### config.mk
export PLATFORM = sky130hd
export DESIGN_NAME = tt_scanner
export DESIGN_NICKNAME = d
export VERILOG_FILES = /design/src/rtl/tt_scanner.sv
export SDC_FILE = /design/constraint.sdc
export NUM_CORES = 1
export LEC_CHECK = 0
export ABC_AREA = 1
export CAP_MARGIN = 15
export CORE_MARGIN = 2
export CORE_UTILIZATION = 45
export CTS_BUF_LIST = sky130_fd_sc_hd__clkbuf_8
export DETAILED_ROUTE_END_ITERATION = 8
export HOLD_SLACK_MARGIN = 0.06
export PLACE_DENSITY_LB_ADDON = 0.1
export SETUP_SLACK_MARGIN = 0.5
export SLEW_MARGIN = 10
export SYNTH_ARGS = -nofsm -noshare
export SYNTH_HDL_FRONTEND = slang
export SYNTH_SLANG_ARGS = --single-unit
### constraint.sdc
create_clock -name clk -period 2.5 [get_ports clk]
set_clock_uncertainty 0.1 [all_clocks]
set_input_delay 0.25 -clock clk [delete_from_list [all_inputs] [get_ports clk]]
set_output_delay 0.25 -clock clk [all_outputs]
set_load 0.005 [all_outputs]
### src/rtl/tt_scanner.sv
// tt_scanner: steps an N_IN-bit vector through every combination, holds each
// for DWELL cycles, captures the DUT response f into a truth table and
// compares it against an expected table latched at start.
module tt_scanner #(
  parameter int N_IN  = 2,
  parameter int DWELL = 20
) (
  input  logic                   clk,
  input  logic                   rst,
  input  logic                   start,
  input  logic [(1<<N_IN)-1:0]   expected,
  input  logic                   f,
  output logic [N_IN-1:0]        vec,
  output logic                   busy,
  output logic                   done,
  output logic [(1<<N_IN)-1:0]   table_out,
  output logic                   match,
  output logic                   fail_valid,
  output logic [N_IN-1:0]        fail_idx
);

  localparam int TBL = 1 << N_IN;
  localparam int CW  = (DWELL > 1) ? $clog2(DWELL) : 1;
  localparam logic [CW-1:0]   CNT_LAST = CW'(DWELL - 1);
  localparam logic [N_IN-1:0] VEC_LAST = {N_IN{1'b1}};

  typedef enum logic [1:0] {
    S_IDLE   = 2'd0,
    S_SETTLE = 2'd1,
    S_CHECK  = 2'd2,
    S_DONE   = 2'd3
  } state_t;

  state_t            state_q, state_d;
  logic [N_IN-1:0]   vec_q, vec_d;
  logic [CW-1:0]     cnt_q, cnt_d;
  logic [TBL-1:0]    table_q, table_d;
  logic [TBL-1:0]    exp_q, exp_d;
  logic              busy_q, busy_d;
  logic              done_q, done_d;
  logic              match_q, match_d;
  logic              fv_q, fv_d;
  logic [N_IN-1:0]   idx_q, idx_d;

  logic [TBL-1:0]    mismatch;
  logic [N_IN-1:0]   first_idx;

  // Lowest mismatching index: scan downward so the last hit is the lowest.
  always_comb begin
    mismatch  = table_q ^ exp_q;
    first_idx = '0;
    for (int i = TBL - 1; i >= 0; i--) begin
      if (mismatch[i]) first_idx = N_IN'(i);
    end
  end

  // Next-state and next-output computation for the scan sequencer.
  always_comb begin
    state_d = state_q;
    vec_d   = vec_q;
    cnt_d   = cnt_q;
    table_d = table_q;
    exp_d   = exp_q;
    busy_d  = busy_q;
    done_d  = done_q;
    match_d = match_q;
    fv_d    = fv_q;
    idx_d   = idx_q;
    case (state_q)
      S_IDLE, S_DONE: begin
        if (start) begin
          state_d = S_SETTLE;
          vec_d   = '0;
          cnt_d   = '0;
          table_d = '0;
          exp_d   = expected;
          busy_d  = 1'b1;
          done_d  = 1'b0;
          match_d = 1'b0;
          fv_d    = 1'b0;
          idx_d   = '0;
        end
      end
      S_SETTLE: begin
        if (cnt_q == CNT_LAST) begin
          cnt_d          = '0;
          table_d[vec_q] = f;
          if (vec_q == VEC_LAST) begin
            state_d = S_CHECK;
          end else begin
            vec_d = vec_q + 1'b1;
          end
        end else begin
          cnt_d = cnt_q + 1'b1;
        end
      end
      S_CHECK: begin
        match_d = (mismatch == '0);
        fv_d    = |mismatch;
        idx_d   = first_idx;
        state_d = S_DONE;
        busy_d  = 1'b0;
        done_d  = 1'b1;
      end
      default: state_d = S_IDLE;
    endcase
  end

  // State and registered outputs; reset aborts any scan in progress.
  always_ff @(posedge clk or posedge rst) begin
    if (rst) begin
      state_q <= S_IDLE;
      vec_q   <= '0;
      cnt_q   <= '0;
      table_q <= '0;
      exp_q   <= '0;
      busy_q  <= 1'b0;
      done_q  <= 1'b0;
      match_q <= 1'b0;
      fv_q    <= 1'b0;
      idx_q   <= '0;
    end else begin
      state_q <= state_d;
      vec_q   <= vec_d;
      cnt_q   <= cnt_d;
      table_q <= table_d;
      exp_q   <= exp_d;
      busy_q  <= busy_d;
      done_q  <= done_d;
      match_q <= match_d;
      fv_q    <= fv_d;
      idx_q   <= idx_d;
    end
  end

  assign vec        = vec_q;
  assign busy       = busy_q;
  assign done       = done_q;
  assign table_out  = table_q;
  assign match      = match_q;
  assign fail_valid = fv_q;
  assign fail_idx   = idx_q;

endmodule

==> results.json, run 1 <==
{
  "clock-sinks": 23,
  "synth_cell_types": 15,
  "p_per_area_mw_per_mm2": 1148,
  "io_pins": 20,
  "cts_root_buf": "clkbuf_8",
  "vias": 1117,
  "path_buf_inv": 2,
  "wl_per_cell_um": 11.37,
  "n_fill_cell": 265,
  "final_nets": 213,
  "cts_tree": "yes",
  "outcome": "completed",
  "worst-setup-path-type": "reg2reg",
  "netlist_area_mm2": 0.001319,
  "place_congestion": 0.8269,
  "grt_max_degree": 24,
  "rsz0062_at_grt": "no",
  "yosys_warnings": 0,
  "drcViolationCount": 0,
  "ys_seq_area_share_pct": 43.64,
  "slew_violations": 0,
  "fin_crit_sh_pct": 70.93,
  "cpMaxStageDelayCell": "dfrtp_1",
  "track_usage_pct": 17.29,
  "post-place-ws_ns": 0.7549,
  "cts_setup_buffers": 0,
  "drt-initial-drc-count": 31,
  "ys_ff_latch": 23,
  "hold_buffers": 0,
  "max_slew_margin_pct": 68.84,
  "synth_area_leaders": "dfrtp_1 (44%), nand2_1 (19%), ha_1 (7.6%)",
  "peakVddDrop_uv": 766.5,
  "rows": 19,
  "ant_nets": 0,
  "final.min_clock_period_ns": 1.773,
  "cp-end-kind": "flop",
  "drive_above_1_share_pct": 4.592,
  "wl_um": 2582,
  "setup_ws_ns": 0.7267,
  "hpwl_um": 2020,
  "clock_latency_ns": 0.25,
  "worst_slew_pin_slew_ns": 0.4625,
  "crit_family": "flip-flops",
  "cp_slowest_stage_delay_ns": 0.39,
  "htree_levels": 1,
  "setup_viol_count_final": 0,
  "leakage_nw": 0.8426,
  "cp_cell_sequence": "inv_1 > ha_1 > inv_2 > o21ai_4 > nand3_1 > nand2_1 > nand2_1",
  "max_freq_ghz": 0.5639,
  "die_w_um": 58.14,
  "critPathArrivalTime_ns": 1.82,
  "core_mm2": 0.002781,
  "finalSetupTns_ns": 0,
  "hp-class": "in2async",
  "antenna_found_initial": 0,
  "numCtsBuffers": 3,
  "cp-start-kind": "flop",
  "grt_pass1_vias": 1012,
  "diodes": 0,
  "cts.reportedPaths.clkPinSlew_ns": 0.08,
  "synthCells": 174,
  "crit_path_frequent_cell": "nand2_1",
  "syn_nets": 190,
  "synth_top_area_share_pct": 43.64,
  "drt_pass1_iterations": 4,
  "start_util_pct": 47.41,
  "critPathRequiredTime_ns": 2.55,
  "clock_path_buffers": 2,
  "grt_pass1_wl_um": 4554,
  "hold_viol": 0,
  "vias_per_cell": 4.921,
  "io_buffers": 19,
  "syn-mean-instance-area_um2": 7.579,
  "cp_max_fo": 15,
  "die-area_mm2": 0.003380,
  "die_h_um": 58.14,
  "overflow": 0,
  "yosysTopAreaCell": "dfrtp_1",
  "syn_to_final_growth_pct": 19.64,
  "cts.repair.resized": 0,
  "total_power_mw": 1.811,
  "cap_violations": 0
}
[registers in the layout, summed over array words and instances (netlist names)]
register    flops
state_q         2
cnt_q           5
fail_idx        2
exp_q           4
match           1
busy            1
table_out       4
done            1
vec             2
fail_valid      1
[cell usage in the layout (no fill, tap or decap)]
cell | synthesis | layout
nand2_1 | 66 | 66
clkbuf_8 | 0 | 3
inv_2 | 1 | 1
nand4_1 | 10 | 10
o21ai_4 | 1 | 1
o21bai_1 | 1 | 1
inv_1 | 26 | 27
xor2_1 | 2 | 2
nand3_1 | 14 | 14
mux2i_1 | 1 | 1
or2_2 | 3 | 3
ha_1 | 8 | 8
clkdlybuf4s50_1 | 0 | 19
o21ai_0 | 7 | 7
nor2_1 | 9 | 9
dfrtp_1 | 23 | 23
buf_4 | 0 | 1
[cells in the mapped netlist, drive strengths merged]
cell type / count
buf: 2
dfrtp: 23
ha: 8
inv: 27
mux2i: 1
nand2: 66
nand3: 14
nand4: 10
nor2: 9
o21ai: 8
o21bai: 1
or2: 3
xor2: 2
[tightest hold or removal path: stages]
cell and delay, ns:
clkdlybuf4s50_1 0.40, inv_1 0.05, buf_4 0.29
[power breakdown]
| group | switching, mW | total, mW | internal, mW |
|---|---|---|---|
| Sequential | 0.115 | 0.626 | 0.510 |
| Clock | 0.108 | 0.217 | 0.109 |
| Combinational | 0.584 | 0.968 | 0.384 |
[layer usage]
metal	GRT usage [%]	share of wire [%]	wire (µm)	vias to the layer above
met5	0	0	0	-
met4	3.987	0.66	17	0
met3	3.571	2.5	65	2
met2	28.57	48	1252	16
met1	23.37	48	1247	510
li1	-	-	-	589
[metrics by stage]
| stage | instance area [µm²] | instances | util [%] | hold slack [ns] |
|---|---|---|---|---|
| after floorplan | 1319 | 174 | - | 0.1519 |
| after global placement | 1533 | 223 | 55.11 | 0.3635 |
| after detailed placement | 1533 | 223 | 55.11 | 0.3642 |
| after CTS | 1578 | 227 | 56.73 | 0.2450 |
| after global routing | 1578 | 227 | 56.73 | 0.2808 |
| final | 1578 | 227 | 56.73 | 0.2390 |
[kinds of logic after synthesis]
| logic type | share of synthesized area, % |
|---|---|
| AO/OA/AOI/OAI | 4.459 |
| XOR/XNOR | 1.329 |
| AND/OR/NAND/NOR | 32.83 |
| adder cells (fa/ha/maj) | 7.590 |
| buffers and inverters | 9.392 |
| flip-flops | 43.64 |
| multiplexers | 0.7590 |
[area by class of cell]
type | count | area [µm²] | share of cell area (%)
multi-input cells | 122 | 619.3 | 39.25
flip-flops and latches | 23 | 575.6 | 36.48
repair buffers | 20 | 197.7 | 12.53
inverters | 27 | 101.3 | 6.423
clock buffers | 3 | 41.29 | 2.617
well taps | 31 | 38.79 | 2.458
clock inverters | 1 | 3.754 | 0.2379
[path summary, 6_finish.rpt]
check | start | end | slack, ns | depth (start not counted)
min in group clk | fail_idx[1] | fail_idx[1] | 0.38 | 2
max reg2reg | state_q[1] | vec[1] | 0.73 | 7
max | state_q[1] | vec[1] | 0.73 | 7
max in group asynchronous | rst | cnt_q[0] | 1.83 | 3
min reg2reg | fail_idx[1] | fail_idx[1] | 0.38 | 2
min | rst | fail_idx[0] | 0.24 | 3
No activity file was read; power rests on OpenSTA's default activity.
==> inputs of run 2 (changes only) <==
==> constraint.sdc (replaced) <==
create_clock -name clk -period 1.85 [get_ports clk]
set_clock_uncertainty 0.1 [all_clocks]
set_input_delay 0.185 -clock clk [delete_from_list [all_inputs] [get_ports clk]]
set_output_delay 0.185 -clock clk [all_outputs]
set_load 0.005 [all_outputs]
==> results.json, run 2 (synthesis gave the netlist of run 1 again) <==
{
  "grt_pass1_wl_um": 5713,
  "slew_violations": 0,
  "cts_tree": "yes",
  "cpMaxStageDelayCell": "dfrtp_1",
  "syn_to_final_growth_pct": 54.36,
  "vias": 1284,
  "cp_max_fo": 8,
  "place_congestion": 0.7693,
  "numCtsBuffers": 3,
  "r2r_cells": 6,
  "wl_um": 3486,
  "track_usage_pct": 22.02,
  "critPathArrivalTime_ns": 1.59,
  "clock-sinks": 23,
  "die_h_um": 58.14,
  "die-area_mm2": 0.003380,
  "register_area_um2": 576.8,
  "hold_buffers": 0,
  "antenna_found_initial": 0,
  "hpwl_um": 1910,
  "finalSetupTns_ns": 0,
  "path_buf_inv": 1,
  "finalCoreUtilization_pct": 73.19,
  "leakage_nw": 1.066,
  "drt_pass1_iterations": 4,
  "max_slew_margin_pct": 79.26,
  "vias_per_cell": 5.055,
  "reg2reg_slack_ns": 0.31,
  "worst_slew_pin_slew_ns": 0.3111,
  "rsz0062_at_grt": "yes",
  "htree_levels": 1,
  "max_freq_ghz": 0.6500,
  "regMostFlops": "cnt_q",
  "final.min_clock_period_ns": 1.539,
  "p_per_area_mw_per_mm2": 1850,
  "io_pins": 20,
  "crit_family": "flip-flops",
  "drive_above_1_share_pct": 30.49,
  "core_mm2": 0.002781,
  "clock_latency_ns": 0.26,
  "wl_per_cell_um": 13.72,
  "peakVddDrop_uv": 1363,
  "drt-initial-drc-count": 25,
  "hold_viol": 0,
  "cp-end-kind": "flop",
  "diodes": 0,
  "cp_cell_sequence": "ha_4 > nand2_4 > o21ai_4 > buf_12 > nor2_1 > o21bai_1",
  "final_nets": 240,
  "grt_pass1_vias": 1269,
  "n_fill_cell": 218,
  "start_util_pct": 47.41,
  "cts_root_buf": "clkbuf_8",
  "r2r-start": "state_q[1]",
  "hp-class": "in2async",
  "reg2reg_to": "cnt_q[4]",
  "setup_viol_count_final": 0,
  "largest_reg_flops": 5,
  "rows": 19,
  "cts.reportedPaths.clkPinSlew_ns": 0.09,
  "grt_max_degree": 24,
  "io_buffers": 19,
  "fin_crit_sh_pct": 83.16,
  "mostFrequentLayoutCells": "nand2_1 (57), dfrtp_1 (22), inv_1 (20), buf_4 (20), dlygate4sd2_1 (12)",
  "clock_path_buffers": 2,
  "placed_area_mm2": 0.001588,
  "die_w_um": 58.14,
  "critPathRequiredTime_ns": 1.91,
  "cp_slowest_stage_delay_ns": 0.44,
  "layout_commonest_cell": "nand2_1",
  "ant_nets": 0,
  "multiInputGateArea_um2": 812.0,
  "fin_area_mm2": 0.002036,
  "cap_violations": 0,
  "cp-start-kind": "flop",
  "outcome": "completed",
  "drcViolationCount": 0,
  "worst-setup-path-type": "reg2reg",
  "total_power_mw": 3.767,
  "overflow": 0
}
==> run 2: power breakdown <==
part           total (mW)  internal [mW]  switching (mW)  leakage [nW]
sequential          0.823          0.691           0.131         0.299
combinational        2.62           1.27            1.36         0.742
clock               0.319          0.150           0.169        0.0255
==> run 2: metal layers <==
| layer | track usage, % | up-vias | routed length, µm |
|---|---|---|---|
| li1 | - | 644 | - |
| met1 | 29.18 | 616 | 1636 |
| met2 | 37.18 | 22 | 1749 |
| met3 | 2.902 | 2 | 89 |
| met4 | 7.309 | 0 | 10 |
| met5 | 0 | - | 0 |
==> run 2: worst reg2reg max path, delay by kind of cell (launching register included) <==
| family | cells | cell delay [ns] |
|---|---|---|
| AO/OA/AOI/OAI | 2 | 0.24 |
| adder cells (fa/ha/maj) | 1 | 0.35 |
| buffers and inverters | 1 | 0.18 |
| AND/OR/NAND/NOR | 2 | 0.12 |
| flip-flops | 1 | 0.44 |
==> run 2: repair_timing <==
| action | 4_1_cts | 5_1_grt |
|---|---|---|
| cloned | 3 | 0 |
| pin swaps | 9 | 12 |
| gates resized for setup | 37 | 20 |
| setup buffers | 20 | 4 |
| endpoints found under the setup margin | 34 | 22 |
==> run 2: cell type report <==
type	instances	share of cell area [%]
timing repair inverter	1	0.3688
inverter	27	5.655
sequential	23	28.33
timing repair buffer	45	21.57
tap	31	1.905
multi-input combinational	123	39.89
clock buffer	3	2.028
clock inverter	1	0.2459
==> run 2: how the worst max path moves through the flow <==
stage	startpoint	end	slack (ns)	cells past startpoint
after global routing	state_q[1]	cnt_q[2]	0.26	7
final	state_q[1]	cnt_q[4]	0.31	6
after detailed placement	state_q[1]	vec[0]	0.20	7
after CTS	state_q[1]	cnt_q[4]	0.34	7
after floorplan	state_q[0]	table_out[3]	0.42	8
after global placement	state_q[0]	cnt_q[3]	0.26	6
==> run 2: per-stage QoR <==
stage,cells,worst slack (ns),hold slack (ns)
finish,254,0.3115,0.1732
floorplan,174,0.4168,0.08692
global route,254,0.2605,0.2104
detailed placement,223,0.1992,0.3652
CTS,250,0.3416,0.1831
global placement,223,0.2577,0.3627
==> inputs of run 3 (changes only) <==
==> constraint.sdc (replaced) <==
create_clock -name clk -period 1.5 [get_ports clk]
set_clock_uncertainty 0.1 [all_clocks]
set_input_delay 0.15 -clock clk [delete_from_list [all_inputs] [get_ports clk]]
set_output_delay 0.15 -clock clk [all_outputs]
set_load 0.005 [all_outputs]
==> results.json, run 3 (synthesis gave the netlist of run 1 again) <==
{
  "slew_violations": 0,
  "violations": "negative setup slack",
  "max_slew_margin_pct": 79.85,
  "grt_pass1_vias": 1280,
  "clock_path_buffers": 2,
  "cpMaxStageDelayCell": "dfrtp_1",
  "rsz0062_at_grt": "yes",
  "cts.reportedPaths.clkPinSlew_ns": 0.08,
  "wl_um": 3504,
  "clock_latency_ns": 0.26,
  "layout_commonest_cell": "nand2_1",
  "fin_crit_sh_pct": 101.0,
  "hpwl_um": 1954,
  "placed_area_mm2": 0.001618,
  "grt_max_degree": 24,
  "start_util_pct": 47.41,
  "clock-sinks": 23,
  "cp_max_fo": 7,
  "cp-start-kind": "flop",
  "gr-usage-met2_pct": 40.42,
  "die_w_um": 58.14,
  "p_per_area_mw_per_mm2": 2267,
  "cp_slowest_stage_delay_ns": 0.39,
  "io_buffers": 19,
  "vias": 1305,
  "crit_family": "flip-flops",
  "finalSetupTns_ns": -0.02421,
  "grtUsageMet1_pct": 27.48,
  "cap_violations": 0,
  "vias_per_cell": 5.078,
  "setup_ws_ns": -0.01514,
  "cts_tree": "yes",
  "antenna_found_initial": 0,
  "busiest_layer": "met2",
  "final_nets": 243,
  "drcViolationCount": 0,
  "numCtsBuffers": 3,
  "use_met3_pct": 2.009,
  "die-area_mm2": 0.003380,
  "largest_reg_flops": 5,
  "core_mm2": 0.002781,
  "grt_pass1_wl_um": 5713,
  "r2r_cells": 8,
  "final.min_clock_period_ns": 1.515,
  "path_buf_inv": 3,
  "place_congestion": 0.7972,
  "setup_viol_count_final": 2,
  "htree_levels": 1,
  "wl_per_cell_um": 13.63,
  "critPathArrivalTime_ns": 1.62,
  "drt-initial-drc-count": 49,
  "worst-setup-path-type": "reg2reg",
  "leakage_nw": 1.055,
  "ant_nets": 0,
  "cp_cell_sequence": "inv_2 > ha_4 > nand2_4 > o21ai_4 > buf_6 > buf_16 > nand4_1 > nand2_1",
  "regMostFlops": "cnt_q",
  "syn_to_final_growth_pct": 52.09,
  "drt_pass1_iterations": 4,
  "placed_cells": 226,
  "cp-end-kind": "flop",
  "max_freq_ghz": 0.6600,
  "cp_num_cells": 8,
  "hp-class": "in2async",
  "fin_area_mm2": 0.002006,
  "hold_buffers": 0,
  "peakVddDrop_uv": 1752,
  "die_h_um": 58.14,
  "outcome": "complete, but fails checks",
  "cts_root_buf": "clkbuf_8",
  "overflow": 0,
  "hold_viol": 0,
  "post-place-ws_ns": -0.1402,
  "total_power_mw": 4.546,
  "track_usage_pct": 22.02,
  "drive_above_1_share_pct": 36.28,
  "critPathRequiredTime_ns": 1.61,
  "worst_slew_pin_slew_ns": 0.3022,
  "rows": 19,
  "io_pins": 20,
  "mostFrequentLayoutCells": "nand2_1 (57), buf_4 (23), inv_1 (22), dfrtp_1 (22), buf_2 (11)",
  "diodes": 0,
  "final_cells": 257
}
==> run 3: worst register-to-register path, cell delays in order (launching register included) <==
cell     delay [ns]
dfrtp_1        0.39
inv_2          0.07
ha_4           0.32
nand2_4        0.07
o21ai_4        0.09
buf_6          0.14
buf_16         0.11
nand4_1        0.09
nand2_1        0.08
==> run 3: where the power goes <==
group	internal, mW	switching (mW)	total (mW)	leakage, nW
Sequential	0.853	0.188	1.04	0.298
Combinational	1.50	1.62	3.12	0.730
Clock	0.183	0.202	0.385	0.0269
Total	2.54	2.01	4.55	1.06
==> run 3: path summary, 6_finish.rpt <==
check	start	endpoint	slack, ns
worst max-delay path	state_q[0]	table_out[0]	-0.02
worst min-delay path	rst	busy	0.12
worst max register to register	state_q[0]	table_out[0]	-0.02
worst min register to register	match	match	0.39
max in group asynchronous	rst	state_q[1]	0.93
min in group clk	expected[1]	exp_q[1]	0.36
==> run 3: layout make-up <==
cell class | count | area (µm²)
clock buffer | 3 | 41.29
clock inverter | 1 | 3.754
fill | 200 | 775.7
inverter | 27 | 108.9
multi-input combinational | 123 | 829.5
sequential | 23 | 576.8
tap | 31 | 38.79
timing repair buffer | 49 | 406.6
==> run 3: per-layer routing <==
| metal | part of all wire [%] | wire [µm] | up-vias |
|---|---|---|---|
| met2 | 53 | 1841 | 26 |
| met5 | 0 | 0 | - |
| met1 | 44 | 1537 | 617 |
| met4 | 0.54 | 19 | 0 |
| li1 | - | - | 658 |
| met3 | 3.0 | 105 | 4 |
==> run 3: what timing repair did <==
| action | CTS | global route |
|---|---|---|
| endpoints found under the hold margin | 0 | 0 |
| buffers inserted | 18 | 7 |
| pin swaps | 11 | 14 |
| resized for setup | 71 | 14 |
| endpoints found under the setup margin | 35 | 35 |
| gates cloned | 2 | 0 |
==> run 3: metrics by stage <==
stage	hold WS (ns)	utilization, %
2_1_floorplan	0.05192	-
3_3_place_gp	0.3627	58.16
3_5_place_dp	0.3652	58.16
4_1_cts	0.1323	68.87
5_1_grt	0.1650	72.11
6_report	0.1190	72.11
==> edit 1: new RTL, settings of run 2 <==
Add an input register stage for `start`, `expected` and `f`; this delays them by one clock. Comments in the files are not updated.
--- a/src/rtl/tt_scanner.sv
+++ b/src/rtl/tt_scanner.sv
@@ -32,2 +32,12 @@
   } state_t;
+
+  logic start_q;
+  logic [(1<<N_IN)-1:0] expected_q;
+  logic f_q;
+
+  always_ff @(posedge clk) begin
+    start_q    <= start;
+    expected_q <= expected;
+    f_q        <= f;
+  end
 
@@ -70,3 +80,3 @@
       S_IDLE, S_DONE: begin
-        if (start) begin
+        if (start_q) begin
           state_d = S_SETTLE;
@@ -75,3 +85,3 @@
           table_d = '0;
-          exp_d   = expected;
+          exp_d   = expected_q;
           busy_d  = 1'b1;
@@ -86,3 +96,3 @@
           cnt_d          = '0;
-          table_d[vec_q] = f;
+          table_d[vec_q] = f_q;
           if (vec_q == VEC_LAST) begin
Behaviour: not the same (Yosys sat finds a counterexample within 4 cycles, from zero or initial values and one cycle with rst high).
==> edit 1 against run 2 <==
- area after synthesis grew 10%
- sequential power grew 22%
- worst setup slack lost 45 ps
- critical endpoint is now done
- synthesized cell count grew 4.6%
- routed wire length grew 0.89%
- sequential share of layout area grew 5.7 points
- hold slack lost 13 ps
- first-iteration DRC count grew 48%
- sequential cell count grew 6
- cell area grew 0.92%
- power shrank 4.3%
- via count grew 4.5%
==> edit 1: results (changes against run 2) <==
largest cells by area after synthesis dfrtp_1 (40%), nand2_1 (17%), dfxtp_1 (8.3%); area share of the largest cell type after synthesis 39.55% (-4.1 points); post-synthesis sequential area ratio 47.81% (+4.2 points); synth cell count leaders nand2_1 (66), dfrtp_1 (23), inv_1 (23); Layout Area Growth over Synthesis 41.19%; maximum vdd drop 0.0009975 V (-27%); Routability Congestion 0.8214 (+6.8%); layout filler cell count 259 (+19%); Placed Cells 242 (+8.5%); Max stage delay cell, worst path dfrtp_2; H-tree depth 2 (+1); layout cells sized above 1 28.51% (-2.0 points); GRT Total Usage 20.44% (-1.6 points); Final Routed Wirelength 3517 µm (+0.89%); CP Data Arrival Time 1650 ps (+60 ps); share of flip-flops with an asynchronous set or reset 79.31% (-21 points); syn nets 198 (+4.2%); DR iter-0 viols 37 (+48%); Slew headroom 79.50% (+0.24 points); DP Area 0.001692 mm² (+6.5%); Cells after Synth 182 (+4.6%); dpl ws 90.28 ps (-108.9 ps); Leakage 1.093 nW (+2.5%); Via Count 1,342 (+4.5%); status finished, final reports clean; clock buffers created by TritonCTS 5 (+2); DP HPWL 2096 µm (+9.8%); Clock Latency Late Sink 280 ps (+20 ps); clock-pin slew on the worst setup and hold paths 60 ps (-30 ps); first-pass GRT wire length 5485 µm (-4.0%); vias per cell 4.934 (-2.4%)
## edit 1: changes by cell type after synthesis, sizes merged, moves of 2 or more
cell          run 2  this run
nand2            66        68
dfxtp             0         6
buf               2         4
nand3            14        11
## edit 1: critical path: cells and delay by family (launching register included)
| kind | cells | cell delay [ps] |
|---|---|---|
| AND/OR/NAND/NOR | 3 | 450 |
| adder cells (fa/ha/maj) | 1 | 330 |
| buffers and inverters | 2 | 150 |
| flip-flops | 1 | 440 |
## edit 1: final timing paths
check / to / slack (ps) / depth (start not counted)
setup reg to reg: done / 270 / 6
min in group clk: start_q / 240 / 1
hold reg to reg: exp_q[1] / 320 / 2
hold / removal: match / 160 / 3
max in group asynchronous: state_q[1] / 1220 / 3
setup / recovery: done / 270 / 6
## edit 1: layer usage
metal	global-route usage [%]	wire [µm]	vias to the layer above
li1	-	-	658
met1	24.60	1448	648
met2	34.10	1823	26
met3	5.757	143	10
met4	9.006	102	0
met5	0	0	-
## edit 1: power breakdown
group          switching (mW)  internal, mW  total [mW]
clock network           0.243         0.254       0.497
logic                    1.15         0.954        2.10
registers               0.164         0.840        1.00
## edit 1: layout make-up
cell class	instances	share of cell area, %
Multi-Input combinational cell	123	35.87
Sequential cell	29	34.04
Timing Repair Buffer	42	17.66
Inverter	26	5.725
Clock buffer	5	3.350
Tap cell	44	2.680
Clock inverter	3	0.6699
## edit 1: cells by family (layout without fill, tap and decap cells)
group,Yosys count,count (layout),synth area share [%]
and+or+nand+nor,104,104,31.04
buffers and inverters,30,76,9.286
xor gates and xnor gates,1,1,0.6020
DFF,29,29,47.81
AOI/OAI and AO/OA,10,10,4.385
adders and majority gates,8,8,6.879
==> edit 2: new RTL, config.mk and constraints of run 2 <==
Made on the original files. The parameter `N_IN` goes from 2 to 3.
--- a/src/rtl/tt_scanner.sv
+++ b/src/rtl/tt_scanner.sv
@@ -4,3 +4,3 @@
 module tt_scanner #(
-  parameter int N_IN  = 2,
+  parameter int N_IN  = 3,
   parameter int DWELL = 20
Ports: changed (resized expected, fail_idx, table_out and vec); port bits go from 20 to 30. The function was not compared with the original's and may differ.
==> edit 2 against run 2 <==
- cell count is 28% higher
- routed wire length is 11% higher
- sequential share of layout area is 4.8 points higher
- worst setup slack worse by 33 ps
- global-route usage is 2.1 points lower
- power is 8.4% higher
- via count is 22% higher
- area after synthesis is 28% higher
- sequential cell count is 10 higher
- sequential power is 36% higher
- cell area is 23% higher
- largest cell class unchanged
==> edit 2: results (changes against run 2) <==
Slew headroom 73.06% (-6.2 points); dpl ws 74.18 ps (-125.0 ps); multi-input logic portion of the cell area 35.20% (-4.7 points); metal1 wirelength 1670 µm (+2.1%); largest cells by area after synthesis dfrtp_1 (49%), nand2_1 (16%), inv_1 (5.1%); invs w/o clock 27 (-3.6%); largest net degree at the start of global routing 34 (+42%); sequential cell count 33 (+43%); DP HPWL 2548 µm (+33%); DR iter-0 viols 116 (+360%); Leakage 1.279 nW (+20%); clock-pin slew on the worst setup and hold paths 60 ps (-30 ps); Non-Clock Buffer Count 59 (+31%); CP Data Arrival Time 1630 ps (+40 ps); Via Count 1,565 (+22%); delay-heaviest family, CP compound AO/OA/AOI/OAI gates; Int Power 2.381 mW (+13%); multi-input gate count 149 (+21%); Seq area share 33.10% (+4.8 points); post-synthesis sequential area ratio 48.85% (+5.2 points); Port-buffer cells 29 (+10); wire per inst 11.93 µm (-13%); Synth Area in XOR/XNOR 3.109% (+1.8 points); synth cell count leaders nand2_1 (73), dfrtp_1 (33), inv_1 (23); routed wl met3 188 µm (+110%); layout cells sized above 1 26.81% (-3.7 points); status finished, final reports clean; first-pass GRT wire length 6396 µm (+12%); clock buffers 7 (+4); clock buffers created by TritonCTS 5 (+2); vias in the first global route 1,455 (+15%); Post-CTS Resized 57 (+54%); post-synth cell types 24 (+9)
==> edit 2: per-layer routing <==
layer / vias to the layer above / global-route usage [%]
met5: - / 0
met4: 0 / 9.375
met3: 9 / 4.966
met2: 47 / 33.42
met1: 701 / 24.02
li1: 808 / -
==> edit 2: final timing paths <==
path | start | slack, ps | to | depth (start not counted)
setup / recovery | state_q[1] | 280 | table_out[3] | 5
hold / removal | rst | 190 | fail_idx[0] | 3
setup reg to reg | state_q[1] | 280 | table_out[3] | 5
hold reg to reg | fail_valid | 380 | fail_valid | 2
max in group asynchronous | rst | 1140 | vec[2] | 3
min in group clk | expected[3] | 340 | exp_q[3] | 3
==> edit 2: logic make-up (layout without fill, tap and decap cells) <==
kind of cell | count (synthesis) | after routing
simple gates | 106 | 106
flops | 33 | 33
compound gates | 31 | 31
buf+inv | 28 | 94
fa+ha+maj | 6 | 6
xor+xnor | 6 | 6
